### config.mk
export PLATFORM = sky130hd
export DESIGN_NAME = io_port_bank
export DESIGN_NICKNAME = d
export VERILOG_FILES = /design/src/rtl/io_port_bank.sv
export SDC_FILE = /design/constraint.sdc
export NUM_CORES = 1
export LEC_CHECK = 0
export ABC_AREA = 1
export ABC_CLOCK_PERIOD_IN_PS = 2600
export BUFFER_PORTS_ARGS = -buffer_cell sky130_fd_sc_hd__clkbuf_2
export CAP_MARGIN = 20
export CORE_UTILIZATION = 45
export DETAILED_ROUTE_END_ITERATION = 10
export PLACE_DENSITY = 0.8
export SYNTH_ARGS = -nofsm -noshare
export SYNTH_HDL_FRONTEND = slang
export SYNTH_SLANG_ARGS = --single-unit
### constraint.sdc
create_clock -name CLK -period 2.6 [get_ports CLK]
set_input_delay 0.39 -clock CLK [delete_from_list [all_inputs] [get_ports CLK]]
set_output_delay 0.39 -clock CLK [all_outputs]
set_load 0.05 [all_outputs]
### src/rtl/io_port_bank.sv
// rtl/io_port_bank.sv - 8086-style multiplexed-bus I/O slave: NPORTS registered outputs, sampled inputs, wait states
// Decode, strobe sequencing and wait-state insertion live in one registered state machine.
module io_port_bank #(
  parameter int DW          = 8,
  parameter int AW          = 20,
  parameter int NPORTS      = 8,
  parameter int BASE        = 0,
  parameter int WAIT_STATES = 1,
  parameter int RESET_VAL   = 0
) (
  input  logic                 CLK,
  input  logic                 RESET,
  input  logic                 ALE,
  input  logic                 IOM,
  input  logic                 CS,
  input  logic                 RD,
  input  logic                 WR,
  input  logic [AW-1:0]        Address,
  input  logic [DW-1:0]        DataIn,
  output logic [DW-1:0]        DataOut,
  output logic                 DataOE,
  output logic                 READY,
  input  logic [NPORTS*DW-1:0] PortIn,
  output logic [NPORTS*DW-1:0] PortOut,
  output logic [NPORTS-1:0]    WriteStrobe,
  output logic                 ErrFlag
);

  localparam int            IW    = (NPORTS > 1) ? $clog2(NPORTS) : 1;
  localparam logic [AW-1:0] FIRST = AW'(BASE);
  localparam logic [AW-1:0] LAST  = AW'(BASE + NPORTS - 1);
  localparam logic [3:0]    WS    = 4'(WAIT_STATES);

  typedef enum logic [2:0] {
    ST_IDLE,
    ST_ADDR,
    ST_WAIT,
    ST_READ,
    ST_WRITE
  } state_t;

  state_t        state;
  logic [IW-1:0] idx;
  logic          op_wr;
  logic [3:0]    cnt;
  logic [DW-1:0] hold;

  logic          hit;
  logic          strobe_held;
  logic          in_cycle;
  logic [DW-1:0] lane_in;

  always_comb begin
    hit         = ALE && IOM && CS && (Address >= FIRST) && (Address <= LAST);
    strobe_held = op_wr ? !WR : !RD;
    in_cycle    = (state == ST_WAIT) || (state == ST_READ) || (state == ST_WRITE);
    lane_in     = PortIn[idx*DW +: DW];
  end

  always_ff @(posedge CLK) begin
    if (RESET) begin
      state       <= ST_IDLE;
      idx         <= '0;
      op_wr       <= 1'b0;
      cnt         <= '0;
      hold        <= '0;
      PortOut     <= {NPORTS{DW'(RESET_VAL)}};
      DataOut     <= '0;
      DataOE      <= 1'b0;
      READY       <= 1'b1;
      WriteStrobe <= '0;
      ErrFlag     <= 1'b0;
    end else begin
      WriteStrobe <= '0;
      // Holding register tracks the bus so the commit uses the last WR-low sample.
      if (!WR) hold <= DataIn;

      if (in_cycle && ALE) begin
        // A new address phase inside an open cycle is a protocol error; it is not decoded.
        ErrFlag <= 1'b1;
        DataOE  <= 1'b0;
        DataOut <= '0;
        READY   <= 1'b1;
        state   <= ST_IDLE;
      end else begin
        case (state)
          ST_IDLE: begin
            if (hit) begin
              idx   <= IW'(Address - FIRST);
              state <= ST_ADDR;
            end
          end

          ST_ADDR: begin
            if (ALE) begin
              if (hit) idx <= IW'(Address - FIRST);
              else     state <= ST_IDLE;
            end else if (!RD && !WR) begin
              ErrFlag <= 1'b1;
              state   <= ST_IDLE;
            end else if (!RD || !WR) begin
              op_wr <= !WR;
              if (WAIT_STATES == 0) begin
                if (!WR) begin
                  state <= ST_WRITE;
                end else begin
                  state   <= ST_READ;
                  DataOut <= lane_in;
                  DataOE  <= 1'b1;
                end
              end else begin
                state <= ST_WAIT;
                cnt   <= WS;
                READY <= 1'b0;
              end
            end
          end

          ST_WAIT: begin
            if (!strobe_held) begin
              state <= ST_IDLE;
              READY <= 1'b1;
            end else if (cnt == 4'd1) begin
              READY <= 1'b1;
              if (op_wr) begin
                state <= ST_WRITE;
              end else begin
                state   <= ST_READ;
                DataOut <= lane_in;
                DataOE  <= 1'b1;
              end
            end else begin
              cnt <= cnt - 4'd1;
            end
          end

          ST_READ: begin
            if (RD) begin
              state   <= ST_IDLE;
              DataOE  <= 1'b0;
              DataOut <= '0;
            end
          end

          ST_WRITE: begin
            if (WR) begin
              PortOut[idx*DW +: DW] <= hold;
              WriteStrobe[idx]      <= 1'b1;
              state                 <= ST_IDLE;
            end
          end

          default: state <= ST_IDLE;
        endcase
      end
    end
  end

endmodule

# Yosys cells after proc, flatten, opt, wreduce, memory -nomap -nowiden
# Index checks and enable logic that the tools add are counted.
[classes]
add_sub_neg = 2
n_mul = 0
div = 0
n_lt_le_gt_ge = 4
eq_ne = 20
n_shift = 3
mux = 44
bitwise = 5
n_reduce_logical = 28
[ops]
columns = ["cell", "n"]
rows = [
  ["$bwmux W64", 1],
  ["$shift A8 B34 Y64 const A", 1],
  ["$shiftx A64 B7 Y8", 1],
  ["$shiftx A8 B34 Y64", 1],
  ["$mux W3", 12],
  ["$neg A6 Y34", 1],
  ["$mux W8", 4],
  ["$ge A20 B1 Y1 const B", 1],
  ["$le A20 B3 Y1 const B", 1],
  ["$mux W4", 5],
  ["$ne A2 B2 Y1 const B", 10],
  ["$pmux W8 S2", 1],
  ["$mux W1", 15],
  ["$pmux W3 S5", 1],
  ["$reduce_and A5 Y1", 3],
  ["$reduce_bool A2 Y1", 5],
  ["$reduce_and A3 Y1", 3],
  ["$pmux W4 S2", 1],
  ["$logic_and A1 B1 Y1", 7],
  ["$reduce_and A7 Y1", 1],
  ["$eq A3 B2 Y1 const B", 2],
  ["$pmux W3 S2", 1],
  ["$reduce_and A6 Y1", 1],
  ["$not A1 Y1", 5],
  ["17 further kinds", 22],
]
[totals]
reg_bits = 102
latch_bits = 0
mem_bits_rw = 0
rom_bits = 0
input_bits = 99
out_inout_bits = 83
wordCells = 117
memories = 0

# Logic depth before layout (Yosys ltp)
[depth]
ltp_word = 7
depth_mapped = 11
ltp_nobuf = 11

# Least setup slack after synthesis
# Ideal clock, no wire load.
[synth_timing]
kind = "register to register"
from = "reg idx[1]"
to = "reg PortOut[0]"
setup_time_ns = 0.117
arrival_time_ns = 2.167
required_ns = 2.483
path_slack_ns = 0.317
path_stages_with_launch = 11
path_buffers = 1
synth_period_minus_slack_ns = 2.283
cell_sequence = "dfxtp_1 > clkinv_1 > clkbuf_1 > ha_1 > ha_1 > inv_1 > nand2_1 > nor3_4 > nand2_1 > o21ai_0 > nor2_1"
[synth_between]
elab_chain_cells = 3
elab_cells_between_ends = 4
classes_between = "1 x add/sub; 2 x shift; 1 x mux"
[synth_lines]
columns = ["item", "line", "source"]
rows = [
  ["start, declared", "43", "logic [IW-1:0] idx;"],
  ["start signal, assigned", "89", "idx <= IW'(Address - FIRST);"],
  ["start signal, assigned", "96", "if (hit) idx <= IW'(Address - FIRST);"],
  ["$neg A6 Y34 (*)", "147", "PortOut[idx*DW +: DW] <= hold;"],
  ["$shiftx A8 B34 Y64 or $shift A8 B34 Y64 (tied branches)", "147", ""],
  ["$bwmux W64 (*)", "147", ""],
  ["end signal, assigned", "67", "PortOut <= {NPORTS{DW'(RESET_VAL)}};"],
  ["end signal, assigned by index", "147", ""],
  ["end, declared", "24", "output logic [NPORTS*DW-1:0] PortOut,"],
]
# Mark *: on every way between the ends. The rest lies on a longest branch, timed or not.
# A chain may end at the register's enable or synchronous reset.

# Worst setup path in the final report
[layout_timing]
from = "reg idx[1]"
to = "reg PortOut[3]"
# The elaborated chain is that of the path after synthesis.

==> results_dict.tcl <==
set metrics [dict create \
    grt_pass1_wl_mm 21.34 \
    cp_max_fo 12 \
    netlist_area_um2 4846 \
    design_area_um2 6017 \
    drt_first_pass_iters 5 \
    ctsLongestPathBuffers 2 \
    drc 0 \
    cts_resized 0 \
    hold_buffers 0 \
    gr-total-overflow 0 \
    dpl_cell_area_um2 5832 \
    p_comb_share_pct 21.5 \
    synth_edf_count 0 \
    clkTransAtPathRegs_ns 0.10 \
    finalWirelength_mm 13.62 \
    clock-sinks 102 \
    gp_congestion 0.8946 \
    p_seq_share_pct 50.5 \
    dieHeight_um 105.8 \
    drtIter0Drc 355 \
    clk_latency_ns 0.36 \
    cp_slowest_stage_delay_ns 0.38 \
    syn_avg_cell_area_um2 6.893 \
    postSynthCellCount 703 \
    cts_setup_buffers 0 \
    h-tree-depth 3 \
    ir_drop_v 0.0002581 \
    die_area_um2 11190 \
    cpMaxStageDelayCell "ha_1" \
    hold_viol 0 \
    hold_depth 2 \
    finalPower_mw 3.357 \
    cts_made_buffers 9 \
    coreArea_um2 10370 \
    outcome "finished clean" \
    tns_ns 0 \
    synthFlopType "dfxtp_1" \
    cpMostUsedCell "nand2_1" \
    min_period_over_period_pct 87.17 \
    syn2layout_area_growth_pct 24.17 \
    holdWs_ns 0.2491 \
    worstSetupStartpointType "flip-flop" \
    syn-num-nets 809 \
    synth.yosys.warnings 0 \
    hold_class "input port to flip-flop" \
    fmax_mhz 441.2 \
    layout_commonest_cell "clkbuf_2" \
    cts_tree "done" \
    viasPerCell 5.052 \
    hpwl_mm 10.25 \
    p_per_area_nw_per_um2 557.9 \
    crit_type "flip-flop to flip-flop" \
    io_pins 182 \
    ant_nets 0 \
    ys_top_cells_by_area "dfxtp_1 42%, nand2_1 11%, a21oi_1 10%" \
    yosys.area.top_type "dfxtp_1" \
    utilization_pct 58.02 \
    synth_seq_area_share_pct 42.14 \
    yosysTopAreaCellShare_pct 42.14 \
    avgRoutedWirePerCell_um 13.46 \
    fp.dieW_um 105.8 \
    p_sw_share_pct 33.39 \
    fin_skew_ns 0.01482 \
    power_switching_mw 1.121 \
    final_nets 977 \
    rsz0062_at_grt "no" \
    slew_headroom_pct 60.06 \
    synthArstFlopShare_pct 0 \
    port-buffer-count 181 \
    num_rows 37 \
    track_usage_pct 24.01 \
    crit_required_ns 2.85 \
    power.internal_mw 2.236 \
    grt_pass1_vias 4463 \
    min_period_ns 2.266 \
    clkPwrFrac_pct 28.0 \
    drv_slew 0 \
    arrival_ns 2.52 \
    drive_gt1_share_pct 26.37 \
    layout_common_cells "181 x clkbuf_2, 141 x nand2_1, 118 x nor2_1, 102 x dfxtp_1, 99 x a21oi_1" \
    vias 5113 \
    antenna_found_initial 0 \
    leakage_nw 2.884 \
    finalSetupViolations 0 \
    worst_slew_pin_slew_ns 0.5991 \
    cap_violations 0 \
    crit_chain "clkinv_1 > ha_1 > inv_1 > nand2_1 > nor3_4 > nand2_1 > o21ai_0 > nor2_1" \
    end_kind "flip-flop" \
    reg2reg_depth 8 \
    start_util_pct 46.73 \
    antenna_cells 0 \
    synth_cell_types 31 \
    synth-seq-cells 102 \
    cts_root_buffer "clkbuf_8" \
    grt_max_degree 78 \
]
-- worst max-delay path: cells and delay by family, from the launching register on --
family,cells,cell delay [ns]
and+or+nand+nor,4,0.79
buffers and inverters,2,0.39
DFF,1,0.37
AOI/OAI and AO/OA,1,0.23
adders and majority gates,1,0.38
-- per-layer routing --
| metal | wire (um) | vias to the layer above | track usage [%] |
|---|---|---|---|
| met3 | 893 | 19 | 4.205 |
| met5 | 0 | - | 0 |
| met1 | 5938 | 2254 | 29.59 |
| met4 | 250 | 0 | 7.044 |
| met2 | 6541 | 196 | 42.53 |
| li1 | - | 2644 | - |
-- kinds of logic (layout without fill, tap and decap cells) --
group                    count (synthesis)  after routing  share of synthesized area [%]
adder cells (fa/ha/maj)                  7              7                          1.807
flip-flops                             102            102                          42.14
AO/OA/AOI/OAI                          195            195                          20.19
buffers and inverters                   77            250                          6.816
AND/OR/NAND/NOR                        320            320                          28.69
XOR/XNOR                                 2              2                         0.3615
-- Yosys cell counts (all sizes together), types with 2 or more instances --
library cell,number
nor2,126
nand3,24
nand4,7
dfxtp,102
nor3,11
or2,4
nor4,2
o21ai,95
a21oi,99
buf,15
ha,7
clkbuf,20
nand2,145
inv,41
-- flip-flops by register name (all words and copies together) (netlist names) --
register	count
DataOE	1
idx	3
state	3
ErrFlag	1
cnt	4
WriteStrobe	8
op_wr	1
READY	1
DataOut	8
hold	8
PortOut	64
-- worst paths after layout --
| path | startpoint | end | slack, ns |
|---|---|---|---|
| setup / recovery | idx[1] | PortOut[3] | 0.33 |
| hold reg to reg | DataOut[6] | DataOut[6] | 0.47 |
| setup reg to reg | idx[1] | PortOut[3] | 0.33 |
| hold / removal | RESET | cnt[3] | 0.25 |
-- stage by stage --
stage	worst slack, ns	std cells
3_3_place_gp	0.4643	996
5_1_grt	0.1650	1012
2_1_floorplan	0.3167	703
4_1_cts	0.3569	1012
3_5_place_dp	0.3959	996
6_report	0.3337	1012
-- layout make-up --
| type | instances | area [um^2] |
|---|---|---|
| Clock buffer | 10 | 127.6 |
| Fill cell | 1033 | 4353 |
| Inverter | 42 | 157.7 |
| Tap cell | 136 | 170.2 |
| Sequential cell | 102 | 2042 |
| Clock inverter | 6 | 57.56 |
| Timing Repair Buffer | 192 | 988.4 |
| Multi-Input combinational cell | 524 | 2474 |
-- power by group through the flow --
| stage | combinational, mW | clock (mW) | sequential, mW |
|---|---|---|---|
| final | 0.721 | 0.940 | 1.70 |
| after global routing | 0.802 | 1.01 | 1.71 |
| after CTS | 0.723 | 0.953 | 1.70 |
| after detailed placement | 0.720 | 0 | 1.73 |
| after global placement | 0.708 | 0 | 1.73 |
| after floorplan | 0.410 | 0 | 1.83 |
(Power assumes the default switching activity.)
